### config.mk
export PLATFORM = sky130hd
export DESIGN_NAME = alu_ctrl_8
export DESIGN_NICKNAME = d
export VERILOG_FILES = /design/src/rtl/alu_ctrl_8.sv
export SDC_FILE = /design/constraint.sdc
export NUM_CORES = 1
export LEC_CHECK = 0
export ABC_AREA = 1
export CAP_MARGIN = 20
export CORE_ASPECT_RATIO = 0.6
export CORE_UTILIZATION = 54
export DETAILED_ROUTE_END_ITERATION = 6
export PLACE_DENSITY = 0.91
export SLEW_MARGIN = 10
export SYNTH_ARGS = -nofsm -noshare
export SYNTH_HDL_FRONTEND = slang
export SYNTH_SLANG_ARGS = --single-unit
### constraint.sdc
create_clock -name clk -period 3 [get_ports clk]
set_input_delay 0.45 -clock clk [delete_from_list [all_inputs] [get_ports clk]]
set_output_delay 0.45 -clock clk [all_outputs]
set_load 0.005 [all_outputs]
### src/rtl/alu_ctrl_8.sv
// alu_ctrl_8: sequences a 4-entry register file and flag register around an external combinational ALU.
// Optional macro ALU_CTRL_CARRY_CHAIN_EN feeds the stored C flag into chained ADD/SUB.
module alu_ctrl_8 #(
  parameter int WIDTH = 8
) (
  input  logic             clk,
  input  logic             rst,
  input  logic             cmd_valid,
  output logic             cmd_ready,
  input  logic [2:0]       cmd_op,
  input  logic [1:0]       cmd_rd,
  input  logic [1:0]       cmd_rs1,
  input  logic [1:0]       cmd_rs2,
  input  logic [WIDTH-1:0] cmd_imm,
  input  logic             cmd_use_imm,
  input  logic             cmd_use_carry,
  input  logic             cmd_upd_flags,
  output logic [WIDTH-1:0] alu_a,
  output logic [WIDTH-1:0] alu_b,
  output logic [2:0]       alu_op,
  output logic             alu_c_in,
  output logic             alu_en,
  output logic             alu_update_flags,
  input  logic [WIDTH-1:0] alu_y,
  input  logic             alu_c_out,
  input  logic             alu_z,
  input  logic             alu_n,
  input  logic             alu_v,
  output logic             rsp_valid,
  input  logic             rsp_ready,
  output logic [WIDTH-1:0] rsp_data,
  output logic [3:0]       flags
);
  typedef enum logic [1:0] {IDLE, EXEC, RESP} state_t;
  state_t           state;
  logic [WIDTH-1:0] regs [4];
  logic [1:0]       rd;
  logic [WIDTH-1:0] b_sel;
  logic             chain;
  logic             c_sel;
`ifdef ALU_CTRL_CARRY_CHAIN_EN
  assign chain = cmd_use_carry;
`else
  logic unused_use_carry;
  assign unused_use_carry = cmd_use_carry;
  assign chain = 1'b0;
`endif
  always_comb begin
    b_sel = cmd_use_imm ? cmd_imm : regs[cmd_rs2];
    c_sel = (cmd_op == 3'b000) ? (chain & flags[3]) :
            (cmd_op == 3'b001) ? (chain ? flags[3] : 1'b1) : 1'b0;
  end
  // ALU operands are registered at accept; regs/flags cannot change before EXEC ends
  always_ff @(posedge clk) begin
    if (rst) begin
      state            <= IDLE;
      for (int i = 0; i < 4; i++) regs[i] <= '0;
      flags            <= '0;
      rsp_data         <= '0;
      rsp_valid        <= 1'b0;
      cmd_ready        <= 1'b1;
      rd               <= '0;
      alu_a            <= '0;
      alu_b            <= '0;
      alu_op           <= '0;
      alu_c_in         <= 1'b0;
      alu_en           <= 1'b0;
      alu_update_flags <= 1'b0;
    end else begin
      case (state)
        IDLE: if (cmd_valid) begin
          state            <= EXEC;
          cmd_ready        <= 1'b0;
          rd               <= cmd_rd;
          alu_a            <= regs[cmd_rs1];
          alu_b            <= b_sel;
          alu_op           <= cmd_op;
          alu_c_in         <= c_sel;
          alu_en           <= 1'b1;
          alu_update_flags <= cmd_upd_flags;
        end
        EXEC: begin
          state            <= RESP;
          regs[rd]         <= alu_y;
          rsp_data         <= alu_y;
          rsp_valid        <= 1'b1;
          if (alu_update_flags) begin
            flags[2:0] <= {alu_z, alu_n, alu_v};
            if (alu_op[2:1] == 2'b00) flags[3] <= alu_c_out;
          end
          alu_a            <= '0;
          alu_b            <= '0;
          alu_op           <= '0;
          alu_c_in         <= 1'b0;
          alu_en           <= 1'b0;
          alu_update_flags <= 1'b0;
        end
        RESP: if (rsp_ready) begin
          state     <= IDLE;
          rsp_valid <= 1'b0;
          cmd_ready <= 1'b1;
        end
        default: state <= IDLE;
      endcase
    end
  end
endmodule

# After elaboration in Yosys (flattened, before gate mapping)
# Memories as Yosys holds them, arrays and structs flattened.
# Cells that the tools add are included.
# totals
inputBits	36
elab_cells	64
ram_bits	32
output_inout_bits	36
mem_count	1
reg_bits	40
# op_classes
reduce_logical	14
mux	31
n_eq_ne	5
# memory_table
name	depth	width	read_ports	rd_ports_with_merged_regs	wr	line	text
regs	4	8	2	0	4	36	logic [WIDTH-1:0] regs [4];
# op_table
operator	n
$mux 8	4
$pmux 8 s2	2
$mux 1	14
$pmux 1 s2	5
$reduce_and 2->1	5
$reduce_or 8->1	1
$mux 2	3
$pmux 2 s3	1
$pmux 3 s2	1
$reduce_and 3->1	2
$reduce_bool 2->1	3
$logic_not 2->1	2
$ne 2x2->1 const B	2
$eq 3x1->1 const B	1
$logic_not 3->1	1
$mux 3	1
$eq 2x1->1 const B	1
$eq 2x2->1 const B	1

# Longest topological paths before layout
# depth
ltp_word	6
ltp_mapped	9
ltp_nobuf	7

# Worst setup path before layout
# OpenSTA, ideal clock, no wires.
# synth_path
path_kind	input -> register
from	input port rst
to	memory regs[0][0], enable pin
path_slack_ps	1473
t_arrival_ps	1198
n_path_buf	1
stages	6
t_required_ps	2671
cell_sequence	buf_2 inv_1 nand2_2 nor2_2 nand2_2 nand2_1
# synth_lines
item	line	text
start, declared	7	input logic rst,
end, declared	36	

==> flow_summary.json <==
{
  "min_path_cells": 1,
  "switching_power_w": 0.0005762,
  "yosysUniqueCellTypes": 24,
  "fin_ws_ps": 1178,
  "netlist_instances": 387,
  "insertion_delay_ps": 360,
  "cp_max_fo": 16,
  "synthToLayoutAreaGrowth_pct": 28.65,
  "end_kind": "register",
  "arrival_ps": 1840,
  "viasPerCell": 5.323,
  "cp_data_required_time_ps": 3020,
  "grt_busiest_layer": "met2",
  "fin_nets": 490,
  "comb_power_share": 0.133,
  "post-route-util": 0.7355,
  "fp.coreArea_mm2": 0.005675,
  "ys_ff_latch": 72,
  "clkSlewWorstSetupHoldPaths_ps": 80,
  "grt_util_met1": 0.3828,
  "ys_warn_count": 0,
  "post-route-period-util": 0.6074,
  "met3_usage": 0.08837,
  "grt_pass1_wl_um": 12040,
  "cts_setup_buffers": 0,
  "power.share.sequential": 0.503,
  "dp_hpwl_um": 5820,
  "r2r-start": "state[0]$_SDFFE_PP0P_",
  "synth-simple-area-share": 0.2977,
  "cts-root-buf": "clkbuf_8",
  "maxCapViolCount": 0,
  "hold_path_class": "reg2reg",
  "io_buffer_count": 70,
  "synth_compound_area_frac": 0.08369,
  "power_density_mw_per_mm2": 529.3,
  "place.gp.congestion": 0.8676,
  "vias": 2869,
  "fmax_ghz": 0.5488,
  "antenna_left": 0,
  "cts.hold.buffers_added": 0,
  "route.detailed.drc": 0,
  "grt_usage": 0.2692,
  "multiInputGateArea_mm2": 0.001237,
  "power.leakage_nw": 1.731,
  "finalHoldViolations": 0,
  "synth_xor_area_frac": 0,
  "diodes": 0,
  "max_stage_delay_ps": 390,
  "drive_above_1_share": 0.1111,
  "min_period_ps": 1822,
  "cts_htree_levels": 3,
  "grt_start_max_net_pins": 29,
  "totalWireLength_um": 8016,
  "routedWlPerCell_um": 14.87,
  "synth_nets": 423,
  "ys_seq_area_frac": 0.5430,
  "overflow": 0,
  "synthAdderAreaFrac": 0,
  "setup_viol": 0,
  "finalClockSkew_ps": 12.76,
  "synthesis.area_mm2": 0.003244,
  "rsz0062_at_grt": "no",
  "antenna_found_initial": 0,
  "setup.worst_path.start_class": "primary input",
  "status": "finished clean",
  "final_max_slew_viol_count": 0,
  "final.setup.tns_ps": 0,
  "worstPathCellList": "clkdlybuf4s50_1, buf_4, inv_1, nand2_2, nor2_2, nand2_2, nand2_1",
  "clockBufferDepth": 2,
  "cpMaxStageDelayCell": "clkdlybuf4s50_1",
  "timing.rr.end": "regs[0][5]$_SDFFCE_PN0P_",
  "r2r_cells": 6,
  "fill_cells": 415,
  "ir_drop_v": 0.0003819,
  "placed_cell_area_mm2": 0.003965,
  "drtIter0Drc": 329,
  "grt_use_met2": 0.3931,
  "power_switching_share": 0.2608,
  "cts_buffers": 9,
  "cts_tree": "built",
  "ff_latch_area_mm2": 0.001762,
  "slew-limit-headroom": 0.6089,
  "chipWidth_um": 102.1,
  "cts_sinks": 72,
  "initial_core_util": 0.5716,
  "die_h_um": 62.04,
  "synthMuxAreaShare": 0,
  "avgSynthCellArea_um2": 8.383,
  "fp.dieArea_mm2": 0.006332,
  "p_clk_frac": 0.363,
  "critPathMostFrequentCell": "nand2_2",
  "synth_top_family_by_area": "simple AND/OR/NAND/NOR gates",
  "pre_cts_slack_ps": 841.0,
  "dr.pass1.iters": 5,
  "ioPinCount": 72,
  "crit_type": "in2reg",
  "p_int_w": 0.001633,
  "worstHoldStart": "cmd_ready$_SDFFE_PP1P_",
  "grt_pass1_vias": 2409,
  "cts_resized": 0,
  "final_cell_area_mm2": 0.004174,
  "dp_cells": 523,
  "rows": 21,
  "r2r_slack_ps": 1320,
  "worst_pin_slew_ps": 584.8,
  "hold_end": "cmd_ready$_SDFFE_PP1P_",
  "fin_cells": 539
}
-- per-layer routing --
metal	vias to the layer above	part of all wire	wire length, um
li1	1401	-	-
met1	1281	0.45	3600
met3	13	0.10	820
met2	174	0.43	3473
met5	-	0	0
met4	0	0.015	122
-- critical path, delay by kind of cell --
| kind | cells | cell delay (ps) |
|---|---|---|
| buffers and inverters | 3 | 690 |
| and+or+nand+nor | 4 | 690 |
-- registers in the layout (all words and copies together) (netlist names), 2 cells and up --
register and count:
alu_a 8, alu_b 8, alu_op 3, flags 4, rd 2, regs 32
rsp_data 8, state 2
-- cells by family after synthesis --
group           after synthesis
compound gates               47
buf+inv                      52
flops                        72
simple gates                216
-- synth_stat cells --
cell | n | area [um^2]
a21o_1 | 1 | 7.510
edfxtp_1 | 32 | 960.9
nor2_2 | 2 | 12.51
clkbuf_1 | 3 | 11.26
a31o_2 | 7 | 61.31
dfxtp_1 | 40 | 800.8
nand2_2 | 4 | 25.02
nor2_1 | 47 | 176.4
nand3_2 | 1 | 10.01
nand4_1 | 1 | 6.260
inv_1 | 27 | 101.4
o31ai_1 | 1 | 7.510
buf_6 | 3 | 33.78
nand3_1 | 45 | 225.2
buf_4 | 4 | 30.03
a21oi_1 | 21 | 105.1
o21ai_1 | 1 | 5.000
o21ai_0 | 14 | 70.07
a31o_1 | 1 | 8.760
buf_2 | 10 | 50.05
inv_2 | 5 | 18.77
nand2_1 | 106 | 397.9
a31oi_1 | 1 | 6.260
nor2_4 | 10 | 112.6
-- layout by cell type (no fill, tap or decap), types with 2 or more instances in the layout --
cell,count
nor2_2,2
inv_1,27
nand3_1,45
edfxtp_1,32
o21ai_0,14
buf_4,6
nor2_4,10
a31o_2,7
nor2_1,47
inv_2,5
clkdlybuf4s50_1,70
a21oi_1,21
nand2_2,4
nand2_1,106
clkbuf_8,10
inv_6,3
dfxtp_1,40
-- cell type report --
| class | instances | share of cell area |
|---|---|---|
| inverters | 32 | 0.02878 |
| repair buffers | 76 | 0.1787 |
| well taps | 80 | 0.02398 |
| clock inverters | 6 | 0.01709 |
| flip-flops and latches | 72 | 0.4221 |
| multi-input cells | 263 | 0.2965 |
| clock buffers | 10 | 0.03297 |
-- power groups by stage --
stage          Sequential [W]  Combinational [W]  Clock [W]
2_1_floorplan         0.00113           0.000159          0
3_3_place_gp          0.00113           0.000283          0
3_5_place_dp          0.00113           0.000291          0
4_1_cts               0.00111           0.000294   0.000809
5_1_grt               0.00112           0.000323   0.000853
6_report              0.00111           0.000294   0.000803
-- metrics by stage --
stage	power (W)	hold WS, ps
floorplan	0.001284	450.7
global placement	0.001413	444.1
detailed placement	0.001423	442.5
CTS	0.002213	465.9
global route	0.002294	482.8
finish	0.002209	463.4
-- worst max path at each step --
stage	startpoint	endpoint	slack, ps	cells after the start
after floorplan	rst	regs[0][0]$_SDFFCE_PN0P_	1470	6
after detailed placement	rst	regs[0][2]$_SDFFCE_PN0P_	840	7
final	rst	regs[0][5]$_SDFFCE_PN0P_	1180	7
after CTS	rst	regs[0][5]$_SDFFCE_PN0P_	1180	7
after global placement	rst	regs[0][2]$_SDFFCE_PN0P_	910	7
after global routing	rst	regs[0][5]$_SDFFCE_PN0P_	1080	7
Note: power is estimated with default switching activity, not from simulation.
